File: config.mk
export PLATFORM = sky130hd
export DESIGN_NAME = regfile_write_arbiter_flat
export DESIGN_NICKNAME = d
export VERILOG_FILES = /design/src/rtl/regfile_write_arbiter_if.sv /design/src/rtl/regfile_write_arbiter.sv /design/src/flat_wrapper.sv
export SDC_FILE = /design/constraint.sdc
export NUM_CORES = 1
export LEC_CHECK = 0
export ABC_AREA = 0
export CAP_MARGIN = 20
export CORE_UTILIZATION = 25
export DETAILED_ROUTE_END_ITERATION = 16
export GPL_TIMING_DRIVEN = 0
export PLACE_DENSITY_LB_ADDON = 0.05
export SYNTH_ARGS = -nofsm -noshare
export SYNTH_HDL_FRONTEND = slang
export SYNTH_SLANG_ARGS = --single-unit
File: constraint.sdc
create_clock -name clk -period 1.5 [get_ports clk]
set_input_delay 0.3 -clock clk [delete_from_list [all_inputs] [get_ports clk]]
set_output_delay 0.3 -clock clk [all_outputs]
set_load 0.005 [all_outputs]
File: src/rtl/regfile_write_arbiter_if.sv
// rtl/regfile_write_arbiter_if.sv - requester and register-file write bundle for regfile_write_arbiter
//
// Purpose: groups the per-source write requests, the stall control and the
//          registered register-file write port into one bundle.
// Signals:
//   req_valid  NUM_REQ         requester i holds a write
//   req_addr   NUM_REQ*ADDR_W  destination register, slice i = [i*ADDR_W +: ADDR_W]
//   req_data   NUM_REQ*DATA_W  write data, slice i = [i*DATA_W +: DATA_W]
//   req_ready  NUM_REQ         one-hot grant back to the requesters
//   stall      1               1 = no grants this cycle
//   rf_we      1               register-file write enable
//   rf_waddr   ADDR_W          register-file destination
//   rf_wdata   DATA_W          register-file write data
//   rf_wsrc    SRC_W           index of the source of the current write
// Modports: slave = arbiter side, master = requesters / register file side.
interface regfile_write_arbiter_if #(
  parameter int NUM_REQ = 2,
  parameter int DATA_W  = 32,
  parameter int ADDR_W  = 4
);
  localparam int SRC_W = (NUM_REQ > 1) ? $clog2(NUM_REQ) : 1;

  logic [NUM_REQ-1:0]        req_valid;
  logic [NUM_REQ*ADDR_W-1:0] req_addr;
  logic [NUM_REQ*DATA_W-1:0] req_data;
  logic [NUM_REQ-1:0]        req_ready;
  logic                      stall;
  logic                      rf_we;
  logic [ADDR_W-1:0]         rf_waddr;
  logic [DATA_W-1:0]         rf_wdata;
  logic [SRC_W-1:0]          rf_wsrc;

  modport slave (
    input  req_valid, req_addr, req_data, stall,
    output req_ready, rf_we, rf_waddr, rf_wdata, rf_wsrc
  );

  modport master (
    output req_valid, req_addr, req_data, stall,
    input  req_ready, rf_we, rf_waddr, rf_wdata, rf_wsrc
  );
endinterface

File: src/rtl/regfile_write_arbiter.sv
// rtl/regfile_write_arbiter.sv - round-robin arbiter sharing the register-file write port
//
// Purpose: grants one of NUM_REQ writeback sources per cycle (round-robin from
//          a rotating priority pointer) and registers the winning address/data
//          onto the register-file write port one cycle after the handshake.
// Ports:
//   clk    in  clock, rising edge
//   rst_n  in  asynchronous active-low reset
//   bus    slave modport of regfile_write_arbiter_if
//            in : req_valid, req_addr, req_data, stall
//            out: req_ready (combinational one-hot grant),
//                 rf_we, rf_waddr, rf_wdata, rf_wsrc (registered)
// Configuration macro: RF_R0_DISCARD_EN - writes to register 0 complete the
//   handshake and advance the pointer but never raise rf_we.
module regfile_write_arbiter #(
  parameter int NUM_REQ = 2,
  parameter int DATA_W  = 32,
  parameter int ADDR_W  = 4
) (
  input  logic                     clk,
  input  logic                     rst_n,
  regfile_write_arbiter_if.slave   bus
);
  localparam int SRC_W = (NUM_REQ > 1) ? $clog2(NUM_REQ) : 1;
  localparam logic [SRC_W:0] NUM_REQ_W = (SRC_W + 1)'(NUM_REQ);

  logic [SRC_W-1:0]   ptr_q, ptr_d;
  logic               we_q, we_d;
  logic [ADDR_W-1:0]  waddr_q, waddr_d;
  logic [DATA_W-1:0]  wdata_q, wdata_d;
  logic [SRC_W-1:0]   wsrc_q, wsrc_d;

  logic               grant_found;
  logic [SRC_W-1:0]   grant_idx;
  logic [SRC_W:0]     cand;
  logic [SRC_W:0]     ptr_inc;
  logic [NUM_REQ-1:0] ready;
  logic [ADDR_W-1:0]  grant_addr;
  logic [DATA_W-1:0]  grant_data;

  // Walk the requesters starting at ptr_q and wrapping; the first valid one
  // wins. cand carries one extra bit so the wrap compare cannot overflow.
  // rst_n gates the search so req_ready is low for the whole reset.
  always_comb begin
    grant_found = 1'b0;
    grant_idx   = '0;
    cand        = '0;
    for (int k = 0; k < NUM_REQ; k++) begin
      cand = {1'b0, ptr_q} + (SRC_W + 1)'(k);
      if (cand >= NUM_REQ_W) begin
        cand = cand - NUM_REQ_W;
      end
      if (!grant_found && !bus.stall && rst_n && bus.req_valid[cand[SRC_W-1:0]]) begin
        grant_found = 1'b1;
        grant_idx   = cand[SRC_W-1:0];
      end
    end
  end

  always_comb begin
    ready = '0;
    if (grant_found) begin
      ready[grant_idx] = 1'b1;
    end
  end

  assign grant_addr = bus.req_addr[int'(grant_idx) * ADDR_W +: ADDR_W];
  assign grant_data = bus.req_data[int'(grant_idx) * DATA_W +: DATA_W];

  // Next state: a grant captures the winner and moves priority past it;
  // otherwise the write port deasserts we and holds its last contents.
  always_comb begin
    we_d    = 1'b0;
    waddr_d = waddr_q;
    wdata_d = wdata_q;
    wsrc_d  = wsrc_q;
    ptr_d   = ptr_q;
    ptr_inc = '0;
    if (grant_found) begin
      waddr_d = grant_addr;
      wdata_d = grant_data;
      wsrc_d  = grant_idx;
`ifdef RF_R0_DISCARD_EN
      // r0 is hard-wired zero: accept the write but never enable it.
      we_d    = (grant_addr != '0);
`else
      we_d    = 1'b1;
`endif
      ptr_inc = {1'b0, grant_idx} + (SRC_W + 1)'(1);
      if (ptr_inc >= NUM_REQ_W) begin
        ptr_inc = '0;
      end
      ptr_d   = ptr_inc[SRC_W-1:0];
    end
  end

  always_ff @(posedge clk or negedge rst_n) begin
    if (!rst_n) begin
      ptr_q   <= '0;
      we_q    <= 1'b0;
      waddr_q <= '0;
      wdata_q <= '0;
      wsrc_q  <= '0;
    end else begin
      ptr_q   <= ptr_d;
      we_q    <= we_d;
      waddr_q <= waddr_d;
      wdata_q <= wdata_d;
      wsrc_q  <= wsrc_d;
    end
  end

  assign bus.req_ready = ready;
  assign bus.rf_we     = we_q;
  assign bus.rf_waddr  = waddr_q;
  assign bus.rf_wdata  = wdata_q;
  assign bus.rf_wsrc   = wsrc_q;
endmodule
File: src/flat_wrapper.sv
// flat-port wrapper written by rule: the top's interface ports become plain ports
module regfile_write_arbiter_flat 
#(
  parameter int NUM_REQ = 2,
  parameter int DATA_W  = 32,
  parameter int ADDR_W  = 4
)
  (clk, rst_n, bus_req_valid, bus_req_addr, bus_req_data, bus_stall, bus_req_ready, bus_rf_we, bus_rf_waddr, bus_rf_wdata, bus_rf_wsrc);
  regfile_write_arbiter_if #(.NUM_REQ(NUM_REQ), .DATA_W(DATA_W), .ADDR_W(ADDR_W)) bus_i ();
  input  logic clk;
  input  logic rst_n;
  input wire logic [$bits(bus_i.req_valid)-1:0] bus_req_valid;
  input wire logic [$bits(bus_i.req_addr)-1:0] bus_req_addr;
  input wire logic [$bits(bus_i.req_data)-1:0] bus_req_data;
  input wire logic [$bits(bus_i.stall)-1:0] bus_stall;
  output wire logic [$bits(bus_i.req_ready)-1:0] bus_req_ready;
  output wire logic [$bits(bus_i.rf_we)-1:0] bus_rf_we;
  output wire logic [$bits(bus_i.rf_waddr)-1:0] bus_rf_waddr;
  output wire logic [$bits(bus_i.rf_wdata)-1:0] bus_rf_wdata;
  output wire logic [$bits(bus_i.rf_wsrc)-1:0] bus_rf_wsrc;
  assign bus_i.req_valid = bus_req_valid;
  assign bus_i.req_addr = bus_req_addr;
  assign bus_i.req_data = bus_req_data;
  assign bus_i.stall = bus_stall;
  assign bus_req_ready = bus_i.req_ready;
  assign bus_rf_we = bus_i.rf_we;
  assign bus_rf_waddr = bus_i.rf_waddr;
  assign bus_rf_wdata = bus_i.rf_wdata;
  assign bus_rf_wsrc = bus_i.rf_wsrc;
  regfile_write_arbiter #(.NUM_REQ(NUM_REQ), .DATA_W(DATA_W), .ADDR_W(ADDR_W)) u_core (.clk(clk), .rst_n(rst_n), .bus(bus_i));
endmodule
; ---- After elaboration in Yosys (flattened, before gate mapping)
; Index checks and enable logic that the tools add are counted.
[classes]
mux = 15
shifts = 2
n_addsub = 4
reduce_logical = 8
order_cmp = 7
[op_table]
columns = operator, n
row1 = $shiftx A64 B7 Y32, 1
row2 = $mux W1, 13
row3 = $shiftx A8 B4 Y4, 1
row4 = $logic_and A1 B1 Y1, 6
row5 = $lt A1 B2 Y1 const B, 3
row6 = $add A1 B1 Y2 const B, 2
row7 = $ge A2 B2 Y1 const B, 2
row8 = $ge A1 B2 Y1 const B, 1
row9 = $logic_not A1 Y1, 2
row10 = $mux W2, 1
row11 = $sub A1 B1 Y1 const B, 2
row12 = $demux W1 S1, 1
row13 = $ge A1 B1 Y1 const B, 1
[word_totals]
word_cells = 41
reg_bits = 39
inputBits = 77
output_inout_bits = 40

; ---- Longest topological paths before layout
[depth]
depth_word = 16
ltp_mapped = 5
ltp_nobuf = 3

; ---- Worst setup path after synthesis
; Ideal clock, no wire load.
[synth_path]
path_kind = register to register
from = register u_core.ptr_q
to = register u_core.waddr_q[0], in the netlist u_core.bus.rf_waddr[0]
setup_time_ns = 0.126
path_slack_ns = 0.164
path_stages_with_launch = 6
t_required_ns = 1.374
arrival_ns = 1.210
path_cell_list = dfrtp_1 nand2b_1 and3_4 buf_6 buf_6 a221o_1
[synth_between]
elab_chain_len = 12
[synth_rtl]
columns = item, line
row1 = "start, declared", regfile_write_arbiter.sv:27  ; logic [SRC_W-1:0] ptr_q, ptr_d;
row2 = "start signal, assigned", regfile_write_arbiter.sv:105  ; ptr_q <= ptr_d;
row3 = $ge A1 B2 Y1 or $sub A1 B1 Y1 (tied branches), "regfile_write_arbiter.sv:50, regfile_write_arbiter.sv:51"
row4 = $mux W1, regfile_write_arbiter.sv:50  ; if (cand >= NUM_REQ_W) begin
row5 = $mux W1 (not written as such) (2 in series), regfile_write_arbiter.sv:53  ; if (!grant_found && !bus.stall && rst_n && bus.req_valid[cand[SRC_W-1:0]]) begin
row6 = $logic_and A1 B1 Y1, regfile_write_arbiter.sv:53
row7 = $mux W1, regfile_write_arbiter.sv:53
row8 = $logic_not A1 Y1, regfile_write_arbiter.sv:53
row9 = $logic_and A1 B1 Y1 (3 in series), regfile_write_arbiter.sv:53
row10 = $mux W1, regfile_write_arbiter.sv:53
row11 = $shiftx A8 B4 Y4, regfile_write_arbiter.sv:67  ; assign grant_addr = bus.req_addr[int'(grant_idx) * ADDR_W +: ADDR_W];
row12 = "end signal, assigned", regfile_write_arbiter.sv:107  ; waddr_q <= waddr_d;
row13 = "end, declared", regfile_write_arbiter.sv:29  ; logic [ADDR_W-1:0] waddr_q, waddr_d;
; Several ways; a longest one is shown, not always the timed one. The select of a mux whose other input is x is not followed.
; A chain may end at the register's enable or synchronous reset.

; ---- Worst setup path after layout
[layout_path]
from = register u_core.ptr_q
to = output port bus_req_ready[1]
[layout_between]
elab_chain_len = 16
[layout_rtl]
columns = item, line
row1 = $ge A1 B2 Y1 or $sub A1 B1 Y1 (tied branches), "regfile_write_arbiter.sv:50, regfile_write_arbiter.sv:51"
row2 = $mux W1, regfile_write_arbiter.sv:50
row3 = $mux W1 (not written as such) (2 in series), regfile_write_arbiter.sv:53
row4 = $logic_and A1 B1 Y1, regfile_write_arbiter.sv:53
row5 = $mux W1, regfile_write_arbiter.sv:53
row6 = $logic_not A1 Y1, regfile_write_arbiter.sv:53
row7 = $logic_and A1 B1 Y1 (3 in series), regfile_write_arbiter.sv:53
row8 = $mux W1, regfile_write_arbiter.sv:53
row9 = $lt A1 B2 Y1 (not written as such) or $ge A1 B1 Y1 (tied branches), regfile_write_arbiter.sv:63  ; ready[grant_idx] = 1'b1;
row10 = $logic_and A1 B1 Y1 (not written as such), regfile_write_arbiter.sv:63
row11 = $mux W1 (not written as such), regfile_write_arbiter.sv:63
row12 = $demux W1 S1, n/a
row13 = $mux W2 *, regfile_write_arbiter.sv:62  ; if (grant_found) begin
row14 = "end, declared", flat_wrapper.sv:16  ; output wire logic [$bits(bus_i.req_ready)-1:0] bus_req_ready;
; Mark *: on every way between the ends. The rest lies on a longest branch, timed or not. The select of a mux whose other input is x is not followed.

==> impl_metrics.py <==
metrics = {
    "drt": {
        "wl_per_cell_um": 16.56,
        "ant_nets": 0,
        "dr.first_iter.drc_count": 84,
        "dr.pass1.iters": 4,
        "routed_wl_mm": 5.811,
        "vias_per_cell": 4.843,
        "dr_total_vias": 1700,
        "drc_errors": 0,
    },
    "worst_setup_path": {
        "path_class": "reg2out",
        "cp_max_fo": 3,
        "cp_data_arrival_time_ns": 1.27,
        "start_kind": "register",
        "cp_data_required_time_ns": 1.20,
        "worst_setup_path_end_kind": "output port",
    },
    "power": {
        "power.share.clock_pct": 22.7,
        "power_per_cell_area_nw_per_um2": 932.0,
        "leakagePower_nw": 1.654,
        "p_int_w": 0.002316,
        "comb_power_share_pct": 33.6,
        "p_sw_w": 0.0007693,
        "ir_worst_vdd_uv": 401.4,
        "p_sw_share_pct": 24.93,
        "power_frac_seq_pct": 43.7,
    },
    "logic_synthesis": {
        "synth.top_cell.area_share_pct": 56.56,
        "synth-compound-area-share_pct": 22.70,
        "synth_area_per_cell_um2": 12.78,
        "synth_edf_count": 0,
        "synth-seq-cells": 39,
        "synth_common_cells": "dfrtp_1 (39), a221o_1 (36), and3_1 (36), clkbuf_1 (7), buf_6 (4)",
        "synth_warnings": 0,
        "yosys.area.top_type": "dfrtp_1",
        "synth_nets": 212,
        "syn-cell-area_um2": 1725,
        "ys_seq_area_share_pct": 56.56,
        "synth_mux_area_share_pct": 0,
        "yosysMostFrequentCell": "dfrtp_1",
        "synth_simple_gate_area_share_pct": 15.23,
        "synthCells": 135,
        "synth_top_family_by_area": "compound AO/OA/AOI/OAI gates",
        "synthXorXnorAreaFrac_pct": 0,
        "synth_area_leaders": "dfrtp_1 (57%), a221o_1 (21%), and3_1 (13%)",
        "yosys.area_share.adder_pct": 0,
        "async_flop_share_pct": 100.0,
        "ys_types": 15,
        "synth_ff_type": "dfrtp_1",
    },
    "clock_network": {
        "clock_path_buffers": 2,
        "cts_root_buffer": "clkbuf_8",
        "cts_max_level": 2,
        "clk_latency_ns": 0.29,
        "cts_buffers": 5,
        "clkSinkCount": 39,
        "cts_tree": "done",
        "clk_pin_slew_worst_paths_ns": 0.07,
    },
    "placed_design": {
        "dp.cells": 329,
        "gp_congestion": 0.6844,
        "hpwl_mm": 3.872,
        "portBuffers": 116,
    },
    "global_routing": {
        "grt_max_degree": 18,
        "grt_pass1_vias": 1729,
        "antenna_found_initial": 0,
        "grt_use_total_pct": 16.77,
        "grt_overflow": 0,
        "grt_pass1_wl_mm": 9.321,
    },
    "die": {
        "core_area_um2": 6495,
        "die_x_um": 85.08,
        "io_pins": 117,
        "rows": 29,
        "start_util_pct": 26.57,
        "dieArea_um2": 7238,
        "fp.dieH_um": 85.08,
    },
    "finish": {
        "fill_cells": 596,
        "regArea_um2": 975.9,
        "multi_input_area_um2": 671.9,
        "layoutNonFillerInstCount": 351,
        "syn2layout_area_growth_pct": 91.88,
        "final_nets": 350,
        "utilization_pct": 50.97,
        "n_antenna_cell": 0,
        "drive_above_1_share_pct": 14.60,
    },
    "sta": {
        "tns_ns": -0.1286,
        "clock_skew_ns": 0.007019,
        "timing.final.ws_setup_ns": -0.07305,
        "worstMarginPinSlew_ns": 0.8296,
        "finalHoldViolCount": 0,
        "min_period_ns": 1.573,
        "finalCritPeriodShare_pct": 104.9,
        "setup_viol": 4,
        "fmax_ghz": 0.6357,
        "maxSlewViolCount": 0,
        "maxSlewHeadroom_pct": 44.51,
        "whs_ns": 0.01795,
        "rsz0062_at_grt": "yes",
    },
    "job": {
        "cap_viol_max_count": 0,
    },
    "status": {
        "violations": "setup timing",
        "outcome": "finished with violations",
    },
    "min_path": {
        "hp-class": "in2async",
    },
}
-- worst max-delay path: stages, from the launching register on --
cell,delay (ns)
dfrtp_1,0.42
nand2b_4,0.16
and3_4,0.18
buf_8,0.12
buf_6,0.10
-- cells in the final DEF, fill, tap and decap left out --
cell             Yosys  final
buf_6                4      3
and3_1              36     36
dfrtp_1             39     39
clkinv_2             0      1
a21boi_4             0      1
clkbuf_2             1      2
buf_4                0     13
dlymetal6s2s_1       0      9
buf_2                3      2
a21o_1               2      2
dlygate4sd2_1        0      3
bufbuf_16            0      1
clkdlybuf4s50_1      0    101
nor2b_4              1      1
clkbuf_8             0      8
and3_4               1      1
clkbuf_1             7      5
o21ai_1              1      1
buf_8                0      3
and2_4               0      1
a221o_1             36     36
inv_1                1      1
nand2b_4             0      1
dlygate4sd3_1        0      1
buf_12               0      2
-- flip-flops by register name (all words and copies together) (netlist names) --
register,cells
u_core.bus.rf_wdata,32
u_core.bus.rf_we,1
u_core.bus.rf_wsrc,1
u_core.bus.rf_waddr,4
u_core.ptr_q,1
-- power by group through the flow --
stage / clock, W / sequential [W] / combinational (W)
6_report: 0.000700 / 0.00135 / 0.00104
5_1_grt: 0.000785 / 0.00137 / 0.00112
4_1_cts: 0.000736 / 0.00135 / 0.00102
3_5_place_dp: 0 / 0.00136 / 0.000963
3_3_place_gp: 0 / 0.00137 / 0.000954
2_1_floorplan: 0 / 0.00138 / 0.000269
-- cell families (layout without fill, tap and decap cells) --
group | after synthesis | count (layout)
compound gates | 40 | 40
flops | 39 | 39
simple gates | 40 | 40
buf+inv | 16 | 155
-- final cells by class --
cell class,count,area share [%]
timing repair buffer,132,40.85
sequential,39,29.48
multi-input combinational,80,20.29
buffer,14,3.893
tap,77,2.910
clock buffer,7,2.305
clock inverter,1,0.1512
inverter,1,0.1134
-- layer usage --
metal,vias to the layer above,global-route usage [%],wire length (um)
met5,-,0,0
met4,0,3.698,36
met1,802,23.07,2774
met2,76,26.03,2571
li1,818,-,-
met3,4,5.058,429
-- per-stage QoR --
stage / setup WS [ns] / total power [W] / cell area, um^2
after floorplan: 0.1641 / 0.001648 / 1725
after global placement: -2.703 / 0.002323 / 2983
after detailed placement: -1.251 / 0.002328 / 2998
after CTS: -0.08055 / 0.003108 / 3242
after global routing: -0.1287 / 0.003272 / 3311
final: -0.07305 / 0.003086 / 3311
-- final timing paths --
path	startpoint	end	slack, ns	depth (start not counted)
min reg2reg	u_core.bus.rf_wsrc	u_core.bus.rf_wsrc	0.48	1
max	u_core.ptr_q	bus_req_ready[1]	-0.07	4
min	rst_n	u_core.bus.rf_wdata[4]	0.02	3
max reg2reg	u_core.ptr_q	u_core.bus.rf_waddr[1]	-0.02	5
min in group clk	u_core.bus.rf_wsrc	u_core.bus.rf_wsrc	0.48	1
max in group asynchronous	rst_n	u_core.bus.rf_wdata[0]	0.34	2
-- what timing repair did --
action	CTS	global route
pin swaps	1	0
endpoints found under the hold margin	17	0
hold buffers	1	0
gates cloned	1	0
endpoints found under the setup margin	40	39
buffers inserted	7	6
resized for setup	34	11
Note: power is estimated with default switching activity, not from simulation.
